### config.mk
export PLATFORM = sky130hd
export DESIGN_NAME = ibex_ss_call_ret_detect
export DESIGN_NICKNAME = d
export VERILOG_FILES = /design/src/rtl/ibex_ss_call_ret_detect.sv
export SDC_FILE = /design/constraint.sdc
export NUM_CORES = 1
export LEC_CHECK = 0
export BUFFER_PORTS_ARGS = -buffer_cell sky130_fd_sc_hd__clkbuf_2
export CELL_PAD_IN_SITES_DETAIL_PLACEMENT = 0
export CELL_PAD_IN_SITES_GLOBAL_PLACEMENT = 1
export CORE_UTILIZATION = 30
export DETAILED_ROUTE_END_ITERATION = 8
export HOLD_SLACK_MARGIN = 0.08
export PLACE_DENSITY = 0.67
export SYNTH_ARGS = -nofsm -noshare
export SYNTH_HDL_FRONTEND = slang
export SYNTH_SLANG_ARGS = --single-unit
### constraint.sdc
create_clock -name clk_i -period 2.35 [get_ports clk_i]
set_clock_uncertainty 0.2 [all_clocks]
set_input_delay 0.5875 -clock clk_i [delete_from_list [all_inputs] [get_ports clk_i]]
set_output_delay 0.5875 -clock clk_i [all_outputs]
set_load 0.005 [all_outputs]
### src/rtl/ibex_ss_call_ret_detect.sv
// Shadow-stack feeder: classifies retired JAL/JALR as call, return, coroutine swap or plain jump
// and emits registered, mutually exclusive push/pop strobes with their pointers.
module ibex_ss_call_ret_detect #(
    parameter bit ALT_LINK_EN = 1'b1,
    parameter bit RV32E       = 1'b0
) (
    input  logic        clk_i,
    input  logic        rst_ni,
    input  logic        enable_i,
    input  logic        retire_valid_i,
    output logic        retire_ready_o,
    input  logic [31:0] instr_i,
    input  logic        instr_compressed_i,
    input  logic [31:0] pc_i,
    input  logic [31:0] jump_target_i,
    output logic [31:0] pointer_wr_o,
    output logic        write_indication_o,
    output logic [31:0] pointer_rd_o,
    output logic        read_indication_o
);

    typedef enum logic {
        StIdle,
        StPendPush
    } state_e;

    typedef enum logic [1:0] {
        ActNone,
        ActPush,
        ActPop,
        ActPopPush
    } action_e;

    state_e      state_q, state_d;
    action_e     action;
    logic        write_q, write_d;
    logic        read_q, read_d;
    logic [31:0] ptr_wr_q, ptr_wr_d;
    logic [31:0] ptr_rd_q, ptr_rd_d;
    logic [31:0] pend_link_q, pend_link_d;

    logic [6:0]  opcode;
    logic [4:0]  rd;
    logic [4:0]  rs1;
    logic [2:0]  funct3;
    logic        rd_link;
    logic        rs1_link;
    logic [31:0] link_addr;
    logic        accept;

    // x1 and x5 exist in both register-file variants, so RV32E does not affect decode.
    logic unused_bits;
    assign unused_bits = ^{instr_i[31:20], RV32E};

    assign opcode    = instr_i[6:0];
    assign rd        = instr_i[11:7];
    assign funct3    = instr_i[14:12];
    assign rs1       = instr_i[19:15];
    assign rd_link   = (rd == 5'd1) | (ALT_LINK_EN & (rd == 5'd5));
    assign rs1_link  = (rs1 == 5'd1) | (ALT_LINK_EN & (rs1 == 5'd5));
    assign link_addr = pc_i + (instr_compressed_i ? 32'd2 : 32'd4);

    assign retire_ready_o = (state_q == StIdle);
    assign accept         = retire_valid_i & retire_ready_o;

    always_comb begin
        action = ActNone;
        if (opcode == 7'h6F) begin
            action = rd_link ? ActPush : ActNone;
        end else if (opcode == 7'h67 && funct3 == 3'd0) begin
            if (rd_link && !rs1_link) begin
                action = ActPush;
            end else if (!rd_link && rs1_link) begin
                action = ActPop;
            end else if (rd_link && rs1_link) begin
                action = (rd == rs1) ? ActPush : ActPopPush;
            end
        end
    end

    always_comb begin
        state_d     = state_q;
        write_d     = 1'b0;
        read_d      = 1'b0;
        ptr_wr_d    = ptr_wr_q;
        ptr_rd_d    = ptr_rd_q;
        pend_link_d = pend_link_q;

        unique case (state_q)
            StPendPush: begin
                // The deferred push of a swap completes regardless of enable_i.
                write_d  = 1'b1;
                ptr_wr_d = pend_link_q;
                state_d  = StIdle;
            end
            default: begin
                if (accept && enable_i) begin
                    unique case (action)
                        ActPush: begin
                            write_d  = 1'b1;
                            ptr_wr_d = link_addr;
                        end
                        ActPop: begin
                            read_d   = 1'b1;
                            ptr_rd_d = jump_target_i;
                        end
                        ActPopPush: begin
                            read_d      = 1'b1;
                            ptr_rd_d    = jump_target_i;
                            pend_link_d = link_addr;
                            state_d     = StPendPush;
                        end
                        default: ;
                    endcase
                end
            end
        endcase
    end

    always_ff @(posedge clk_i or negedge rst_ni) begin
        if (!rst_ni) begin
            state_q     <= StIdle;
            write_q     <= 1'b0;
            read_q      <= 1'b0;
            ptr_wr_q    <= 32'h0;
            ptr_rd_q    <= 32'h0;
            pend_link_q <= 32'h0;
        end else begin
            state_q     <= state_d;
            write_q     <= write_d;
            read_q      <= read_d;
            ptr_wr_q    <= ptr_wr_d;
            ptr_rd_q    <= ptr_rd_d;
            pend_link_q <= pend_link_d;
        end
    end

    assign write_indication_o = write_q;
    assign read_indication_o  = read_q;
    assign pointer_wr_o       = ptr_wr_q;
    assign pointer_rd_o       = ptr_rd_q;

endmodule

==> impl_metrics.json, run 1 <==
{
  "drive_above_1_share_pct": 46.4,
  "insertion_delay_ps": 340,
  "finalSetupViolCount": 64,
  "antenna_found_initial": 0,
  "required_ps": 2380,
  "gp_congestion": 0.823,
  "area_growth_syn_to_layout_pct": 47.6,
  "clockBufferDepth": 2,
  "die_h_um": 125,
  "maxSlewViolCount": 0,
  "fillers": 1401,
  "dp_hpwl_mm": 9.36,
  "route.detailed.drc": 20,
  "grt_use_total_pct": 17.4,
  "io_pins": 168,
  "p_sw_share_pct": 23.0,
  "finalSetupTns_ps": -18290,
  "start_util_pct": 31.1,
  "synth-edff-count": 0,
  "fin_crit_sh_pct": 116,
  "violations": "DRC, setup timing",
  "viasPerCell": 4.90,
  "avgSynthCellArea_um2": 10.9,
  "maxCapViolCount": 0,
  "slew_headroom_pct": 70.9,
  "cp_slowest_cell": "or4b_4",
  "final-seq-area_um2": 2480,
  "rsz0062_at_grt": "yes",
  "seq_power_share_pct": 49.0,
  "p_int_uw": 2690,
  "routedWlPerCell_um": 16.4,
  "path_delay_family": "simple AND/OR/NAND/NOR gates",
  "dp_slack_ps": -751,
  "p_clk_share_pct": 43.4,
  "n_antenna_cell": 0,
  "async_reset_ff_share_pct": 100,
  "p_leak_uw": 0.00326,
  "worstSetupPathType": "primary input to flop",
  "crit_top_cell": "or4b_4",
  "cp.arrival_ps": 2750,
  "yosys_warnings": 0,
  "cts_tree": "done",
  "critPathBufInv": 3,
  "cp-start-kind": "primary input",
  "switchingPower_uw": 802,
  "grt_max_degree": 59,
  "multiInputGateArea_um2": 2180,
  "worstPathMaxFanout": 15,
  "cpPeakStageDelay_ps": 550,
  "r2r_slack_ps": 310,
  "setup_slack_ps": -370,
  "cp_cell_sequence": "buf_6, or4_4, or4b_4, or4b_4, buf_12, clkbuf_16, nand2_1, o21ai_0",
  "outcome": "finished with violations",
  "synthCells": 419,
  "hold_viol": 0,
  "yosys.area.top_type": "dfrtp_1",
  "cts-htree-levels": 3,
  "yosysUniqueCellTypes": 40,
  "coreArea_um2": 14700,
  "via_count": 4007,
  "grt_overflow": 0,
  "grt_pass1_vias": 4108,
  "hold_class": "primary input to flop",
  "drtPass1Iterations": 7,
  "powerDensity_nw_per_um2": 518,
  "clock-sinks": 99,
  "ant_nets": 0,
  "yosysTopAreaCellShare_pct": 54.2,
  "cts-root-buf": "clkbuf_16",
  "synth_fp_nets": 523,
  "synth-seq-cells": 99,
  "yosys-top-cells-area": "dfrtp_1 54%, mux2_2 8.4%, nand2_1 4.8%",
  "cts_made_buffers": 9,
  "synth_area_um2": 4570,
  "grt_pass1_wl_mm": 21.4,
  "routed_wl_mm": 13.4,
  "synth_seq_area_share_pct": 54.2,
  "clk_pin_slew_ps": 70,
  "tightestPinTransition_ps": 436,
  "vdd_ir_drop_max_uv": 321,
  "die-width_um": 125,
  "comb_power_share_pct": 7.6,
  "max_freq_mhz": 368,
  "drt-initial-drc-count": 184,
  "rows": 44,
  "layout_min_cycle_time_ps": 2720,
  "nets": 732,
  "cp-end-kind": "flop",
  "die_area_um2": 15700,
  "io_buffers": 155,
  "synthFlopType": "dfrtp_1"
}
[placed cells by master, fill, tap and decap left out, drive strengths merged, types with 15 or more instances in the layout]
cell type | synthesis | layout
xor2 | 15 | 15
xnor2 | 15 | 15
mux2 | 35 | 35
dfrtp | 99 | 99
nand2 | 58 | 58
o211ai | 21 | 21
buf | 6 | 63
nand3 | 31 | 31
clkbuf | 16 | 166
o21ai | 33 | 33
[through the flow]
stage	instance area, um2	power (uW)	std cells	util [%]	hold slack (ps)
2_1_floorplan	4730	1810	419	-	91.9
3_3_place_gp	6130	2000	790	41.7	261
3_5_place_dp	6130	2000	790	41.7	267
4_1_cts	6590	3550	813	44.9	256
5_1_grt	6740	3650	817	45.9	260
6_report	6740	3490	817	45.9	272
[logic make-up (layout without fill, tap and decap cells)]
kind of cell	count (synthesis)	count (layout)	synth area share, %
simple gates	143	143	16.2
flops	99	99	54.2
compound gates	74	74	10.4
mux	39	39	9.59
buf+inv	31	245	2.85
xor+xnor	30	30	5.75
fa+ha+maj	3	3	0.986
[power groups by stage]
stage          clock (uW)  sequential (uW)  combinational [uW]
4_1_cts              1570             1710                 266
3_3_place_gp            0             1740                 258
6_report             1510             1710                 267
3_5_place_dp            0             1740                 261
5_1_grt              1640             1710                 296
2_1_floorplan           0             1740                64.6
[area by class of cell]
type                    instances  share of cell area (%)
inverters                       9                   0.501
well taps                     184                    3.41
repair buffers                220                    22.6
clock buffers                  10                    3.54
flip-flops and latches         99                    36.7
multi-input cells             289                    32.3
clock inverters                 6                   0.946
[registers in the layout, indices dropped and copies added (netlist names)]
signal and cells:
pend_link_q 32, pointer_rd_o 32, pointer_wr_o 32, read_indication_o 1
state_q 1, write_indication_o 1
[synthesized netlist by cell type (all sizes together), types with 4 or more instances]
| cell | instances |
|---|---|
| xor2 | 15 |
| o211ai | 21 |
| buf | 6 |
| nand3 | 31 |
| nor4 | 7 |
| xnor2 | 15 |
| inv | 9 |
| clkbuf | 16 |
| dfrtp | 99 |
| nor2 | 10 |
| mux2i | 4 |
| mux2 | 35 |
| o21ai | 33 |
| a31oi | 4 |
| nand2 | 58 |
| nand4 | 10 |
| and3 | 4 |
| a21o | 7 |
[final timing paths]
kind | start | to | cells after the start
worst max-delay path | instr_i[3] | pend_link_q[9] | 8
worst max register to register | state_q | pend_link_q[31] | 7
max in group asynchronous | rst_ni | pointer_wr_o[21] | 3
min in group asynchronous | rst_ni | pointer_rd_o[29] | 2
worst min register to register | pend_link_q[10] | pend_link_q[10] | 2
worst min-delay path | jump_target_i[3] | pointer_rd_o[3] | 2
[repair_timing]
action / CTS / global route
resized for setup: 9 / 42
endpoints found under the setup margin: 73 / 92
buffers inserted: 3 / 3
hold endpoints to repair: 25 / 0
pin swaps: 0 / 3
hold buffers: 1 / 0
cloned: 3 / 3
[per-layer routing]
layer | vias up | routed length, um | global-route usage (%)
met4 | 0 | 170 | 4.16
met5 | - | 0 | 0
met1 | 1914 | 5990 | 22.1
met3 | 12 | 783 | 4.11
li1 | 1926 | - | -
met2 | 155 | 6420 | 30.0
No activity file was read; power rests on OpenSTA's default activity.
==> inputs of run 2 (changes only) <==
--- a/config.mk
+++ b/config.mk
@@ -7,3 +7,2 @@
 export LEC_CHECK = 0
-export BUFFER_PORTS_ARGS = -buffer_cell sky130_fd_sc_hd__clkbuf_2
 export CELL_PAD_IN_SITES_DETAIL_PLACEMENT = 0
@@ -12,4 +11,6 @@
 export DETAILED_ROUTE_END_ITERATION = 8
+export DONT_BUFFER_PORTS = 1
 export HOLD_SLACK_MARGIN = 0.08
-export PLACE_DENSITY = 0.67
+export PLACE_DENSITY = 0.55
+export REMOVE_ABC_BUFFERS = 1
 export SYNTH_ARGS = -nofsm -noshare
--- a/constraint.sdc
+++ b/constraint.sdc
@@ -4,2 +4,2 @@
 set_output_delay 0.5875 -clock clk_i [all_outputs]
-set_load 0.005 [all_outputs]
+set_load 0.02 [all_outputs]
==> run 2 against run 1 <==
The run ends with DRC, hold timing, setup timing left. Combinational power is 64% lower. Non-clock buffer count is 180 lower. Worst setup slack better by 140 ps. Highest routed layer unchanged.
==> impl_metrics.json, run 2 (same netlist as run 1, synthesis figures left out) <==
{
  "outcome": "finished with violations",
  "violations": "DRC, hold timing, setup timing",
  "via_count": 3272,
  "die-width_um": 125,
  "cp-start-kind": "primary input",
  "coreArea_um2": 14700,
  "p_leak_uw": 0.00242,
  "setup_slack_ps": -233,
  "cts-htree-levels": 3,
  "clk_pin_slew_ps": 60,
  "finalSetupViolCount": 65,
  "insertion_delay_ps": 350,
  "maxCapViolCount": 0,
  "grt_pass1_vias": 3416,
  "cpPeakStageDelay_ps": 510,
  "clock-sinks": 99,
  "drive_above_1_share_pct": 22.1,
  "die_h_um": 125,
  "worstPathMaxFanout": 16,
  "fin_crit_sh_pct": 110,
  "vdd_ir_drop_max_uv": 375,
  "path_delay_family": "simple AND/OR/NAND/NOR gates",
  "cts_tree": "done",
  "area_growth_syn_to_layout_pct": 22.7,
  "rows": 44,
  "clockBufferDepth": 2,
  "cp-end-kind": "flop",
  "dp_hpwl_mm": 8.23,
  "slew_headroom_pct": 69.0,
  "layout_commonest_cell": "dfrtp_1",
  "grt_overflow": 0,
  "n_antenna_cell": 0,
  "max_freq_mhz": 387,
  "layout_common_cells": "99 x dfrtp_1, 58 x nand2_1, 32 x mux2_4, 31 x nand3_1, 29 x buf_4",
  "layout.cells.non_filler": 637,
  "cts_made_buffers": 9,
  "worstSetupPathType": "primary input to flop",
  "hold_viol": 99,
  "cp_slowest_cell": "or4_4",
  "route.detailed.drc": 19,
  "powerDensity_nw_per_um2": 615,
  "tightestPinTransition_ps": 460,
  "dp.cells": 618,
  "io_buffers": 0,
  "cp_cell_sequence": "or4_4, or4b_4, buf_6, nor3b_4, buf_12, buf_16, mux2_2",
  "layout_min_cycle_time_ps": 2580,
  "maxSlewViolCount": 0,
  "grt_use_total_pct": 15.4,
  "antenna_found_initial": 0,
  "whs_ps": -263,
  "io_pins": 168,
  "critPathBufInv": 3,
  "cp.arrival_ps": 2610,
  "gp_congestion": 0.756,
  "grt_pass1_wl_mm": 18.6,
  "start_util_pct": 31.1,
  "grt_max_degree": 100,
  "drt-initial-drc-count": 98,
  "cts-root-buf": "clkbuf_16",
  "hold_class": "primary input to asynchronous set/reset pin",
  "drtPass1Iterations": 7,
  "die_area_um2": 15700,
  "required_ps": 2380,
  "routedWlPerCell_um": 18.3,
  "nets": 552,
  "final_core_util_pct": 38.1,
  "routed_wl_mm": 11.7,
  "viasPerCell": 5.14,
  "ant_nets": 0,
  "rsz0062_at_grt": "yes"
}
run 2: cell types whose count changed in the layout (fill, tap and decap cells not counted), moves of 3 or more:
cell      before  now
o21ai_2        3    0
nand2_1       48   58
clkbuf_2     153    0
o21ai_0       12   24
buf_12        13    7
buf_4         45   29
o21ai_1       18    9
nand2_2        8    0
run 2: timing repair:
item / CTS / global route
gates cloned: 1 / 1
pin swaps: 1 / 1
buffers inserted: 2 / 0
gates resized for setup: 3 / 45
endpoints found under the hold margin: 99 / 99
endpoints found under the setup margin: 64 / 98
run 2: path summary, 6_finish.rpt:
| path | slack, ps | from | cells past startpoint | to |
|---|---|---|---|---|
| min in group clk_i | 190 | jump_target_i[7] | 1 | pointer_rd_o[7] |
| max in group asynchronous | 2080 | rst_ni | 0 | pend_link_q[5] |
| worst min register to register | 280 | pend_link_q[23] | 2 | pend_link_q[23] |
| worst max register to register | 280 | state_q | 7 | pointer_wr_o[8] |
| worst max-delay path | -230 | instr_i[3] | 7 | pointer_rd_o[5] |
| worst min-delay path | -260 | rst_ni | 0 | pointer_rd_o[8] |
run 2: through the flow:
step	instance area (um2)	TNS [ps]	worst slack (ps)	total power, uW	hold WS (ps)
floorplan	4470	-79960	-1230	1810	91.9
finish	5610	-12370	-233	3450	-263
CTS	5450	-12250	-209	3520	-289
detailed placement	5050	-47030	-594	1840	93.8
global placement	5050	-45520	-598	1840	94.1
global route	5610	-15460	-302	3610	-289
run 2: power by group:
part	switching [uW]	internal (uW)
logic	45.7	49.1
registers	9.38	1710
clock network	640	994
run 2: final cells by class:
class | instances | area, um2
Fill cell | 1456 | 9090
Sequential cell | 99 | 2480
Multi-Input combinational cell | 289 | 2100
Timing Repair Buffer | 40 | 433
Clock buffer | 11 | 253
Tap cell | 184 | 230
Clock inverter | 5 | 83.8
Inverter | 9 | 33.8
run 2: layer usage:
metal  global-route usage, %  share of wire [%]  routed length [um]
met5                       0                  0                   0
met2                    25.7                 47                5510
met4                    6.24                1.6                 190
met3                    5.01                 10                1200
met1                    18.2                 41                4770
==> inputs of run 3 (changes only) <==
CORE_ASPECT_RATIO = 0.9   (was default)
HOLD_SLACK_MARGIN = default   (was 0.08)
==> run 3 against run 2 <==
The run ends with hold timing, setup timing left. Sequential power is essentially flat. Via count decreased by 0.92%. Clock power fell by 9.8%. Hold slack worse by 5.2 ps. Combinational power decreased by 3.6%. Critical path depth did not move. Worst setup slack worse by 20 ps. Routed wire length grew 2.4%. Die area hardly changed. Final cell count up 1.3%. Global-route usage about the same. Critical path type unchanged. Highest routed layer unchanged.
==> impl_metrics.json, run 3 (same netlist as run 1, synthesis figures left out) <==
{
  "critPathBufInv": 3,
  "path_delay_family": "simple AND/OR/NAND/NOR gates",
  "insertion_delay_ps": 350,
  "grt_use_total_pct": 15.4,
  "final_core_util_pct": 36.9,
  "grt_max_degree": 100,
  "outcome": "finished with violations",
  "die-width_um": 132,
  "switchingPower_uw": 698,
  "clockBufferDepth": 2,
  "gp_congestion": 0.753,
  "grt_pass1_vias": 3282,
  "cp_cell_sequence": "or4_4, or4b_4, buf_4, nor3b_4, buf_4, clkbuf_16, mux2_2",
  "coreArea_um2": 14800,
  "layout_min_cycle_time_ps": 2600,
  "cts_made_buffers": 9,
  "cts-htree-levels": 3,
  "routed_wl_mm": 12.0,
  "cp-end-kind": "flop",
  "powerDensity_nw_per_um2": 602,
  "cp.arrival_ps": 2630,
  "whs_ps": -269,
  "fin_crit_sh_pct": 111,
  "cts-root-buf": "clkbuf_16",
  "worstSetupPathType": "primary input to flop",
  "clk_pin_slew_ps": 70,
  "finalSetupViolCount": 65,
  "crit_top_cell": "buf_4",
  "rsz0062_at_grt": "yes",
  "cp-start-kind": "primary input",
  "route.detailed.drc": 0,
  "drive_above_1_share_pct": 20.8,
  "p_int_uw": 2580,
  "hold_viol": 99,
  "slew_headroom_pct": 64.9,
  "p_clk_share_pct": 44.8,
  "violations": "hold timing, setup timing",
  "routedWlPerCell_um": 18.5,
  "die_area_um2": 15700,
  "nets": 546,
  "die_h_um": 119,
  "cp_slowest_cell": "or4_4",
  "finalSetupTns_ps": -13010,
  "maxCapViolCount": 0,
  "cpPeakStageDelay_ps": 520,
  "max_freq_mhz": 384,
  "area_growth_syn_to_layout_pct": 19.2,
  "viasPerCell": 5.03,
  "dp_hpwl_mm": 8.15,
  "cts_tree": "done",
  "grt_pass1_wl_mm": 18.3,
  "clock-sinks": 99,
  "worstPathMaxFanout": 17,
  "hold_class": "primary input to asynchronous set/reset pin",
  "drtPass1Iterations": 4,
  "dp_slack_ps": -617,
  "vdd_ir_drop_max_uv": 345,
  "layout_commonest_cell": "dfrtp_1",
  "start_util_pct": 30.9,
  "setup_slack_ps": -252,
  "io_buffers": 0,
  "placement.cell_area_um2": 4990,
  "io_pins": 168,
  "via_count": 3242,
  "stdcell_area_um2": 5450,
  "grt_overflow": 0,
  "required_ps": 2370,
  "seq_power_share_pct": 52.4,
  "ant_nets": 0,
  "layout_common_cells": "99 x dfrtp_1, 58 x nand2_1, 32 x o21ai_0, 31 x nand3_1, 26 x buf_4",
  "maxSlewViolCount": 0,
  "comb_power_share_pct": 2.8,
  "n_antenna_cell": 0,
  "p_sw_share_pct": 21.3,
  "tightestPinTransition_ps": 521,
  "antenna_found_initial": 0,
  "drt-initial-drc-count": 127,
  "p_leak_uw": 0.00235,
  "rows": 42
}
-- run 3: cell types whose count changed in the layout (fill, tap and decap cells not counted), moves of 2 or more --
cell,before,now
o21ai_0,24,32
mux2_2,3,15
o21ai_1,9,1
clkbuf_8,2,0
buf_4,29,26
mux2_4,32,20
buf_12,7,4
-- run 3: power groups by stage --
stage / sequential, uW / combinational [uW] / clock [uW]
after floorplan: 1750 / 62.6 / 0
after global placement: 1750 / 90.8 / 0
after detailed placement: 1750 / 90.4 / 0
after CTS: 1720 / 92.1 / 1550
after global routing: 1720 / 104 / 1610
final: 1720 / 91.4 / 1470
-- run 3: cell type report --
class | count | area (um2)
fillers | 1424 | 9320
flip-flops and latches | 99 | 2480
multi-input cells | 289 | 2060
repair buffers | 34 | 334
well taps | 198 | 248
clock buffers | 10 | 229
clock inverters | 6 | 66.3
inverters | 9 | 33.8
-- run 3: final timing paths --
| check | startpoint | endpoint | slack (ps) | cells past startpoint |
|---|---|---|---|---|
| max in group asynchronous | rst_ni | pointer_wr_o[19] | 2060 | 0 |
| min reg2reg | pend_link_q[4] | pend_link_q[4] | 280 | 2 |
| max | instr_i[3] | pointer_rd_o[4] | -250 | 7 |
| min | rst_ni | pointer_rd_o[3] | -270 | 0 |
| max reg2reg | state_q | pointer_wr_o[14] | 270 | 6 |
| min in group clk_i | jump_target_i[29] | pointer_rd_o[29] | 190 | 1 |
-- run 3: metrics by stage --
step / total power, uW / instances
3_3_place_gp: 1840 / 624
4_1_cts: 3360 / 640
5_1_grt: 3430 / 645
3_5_place_dp: 1840 / 624
2_1_floorplan: 1810 / 397
6_report: 3280 / 645
-- run 3: routing by layer --
| metal | part of all wire [%] | track usage [%] | vias to the layer above |
|---|---|---|---|
| li1 | - | - | 1545 |
| met1 | 43 | 18.6 | 1542 |
| met2 | 46 | 24.7 | 142 |
| met3 | 10 | 7.24 | 13 |
| met4 | 0.96 | 3.49 | 0 |
| met5 | 0 | 0 | - |
-- run 3: timing repair --
action | in CTS | in global routing
gates cloned | 0 | 1
pin swaps | 0 | 1
setup buffers | 0 | 4
endpoints found under the setup margin | 71 | 73
resized for setup | 8 | 21
hold endpoints to repair | 99 | 99
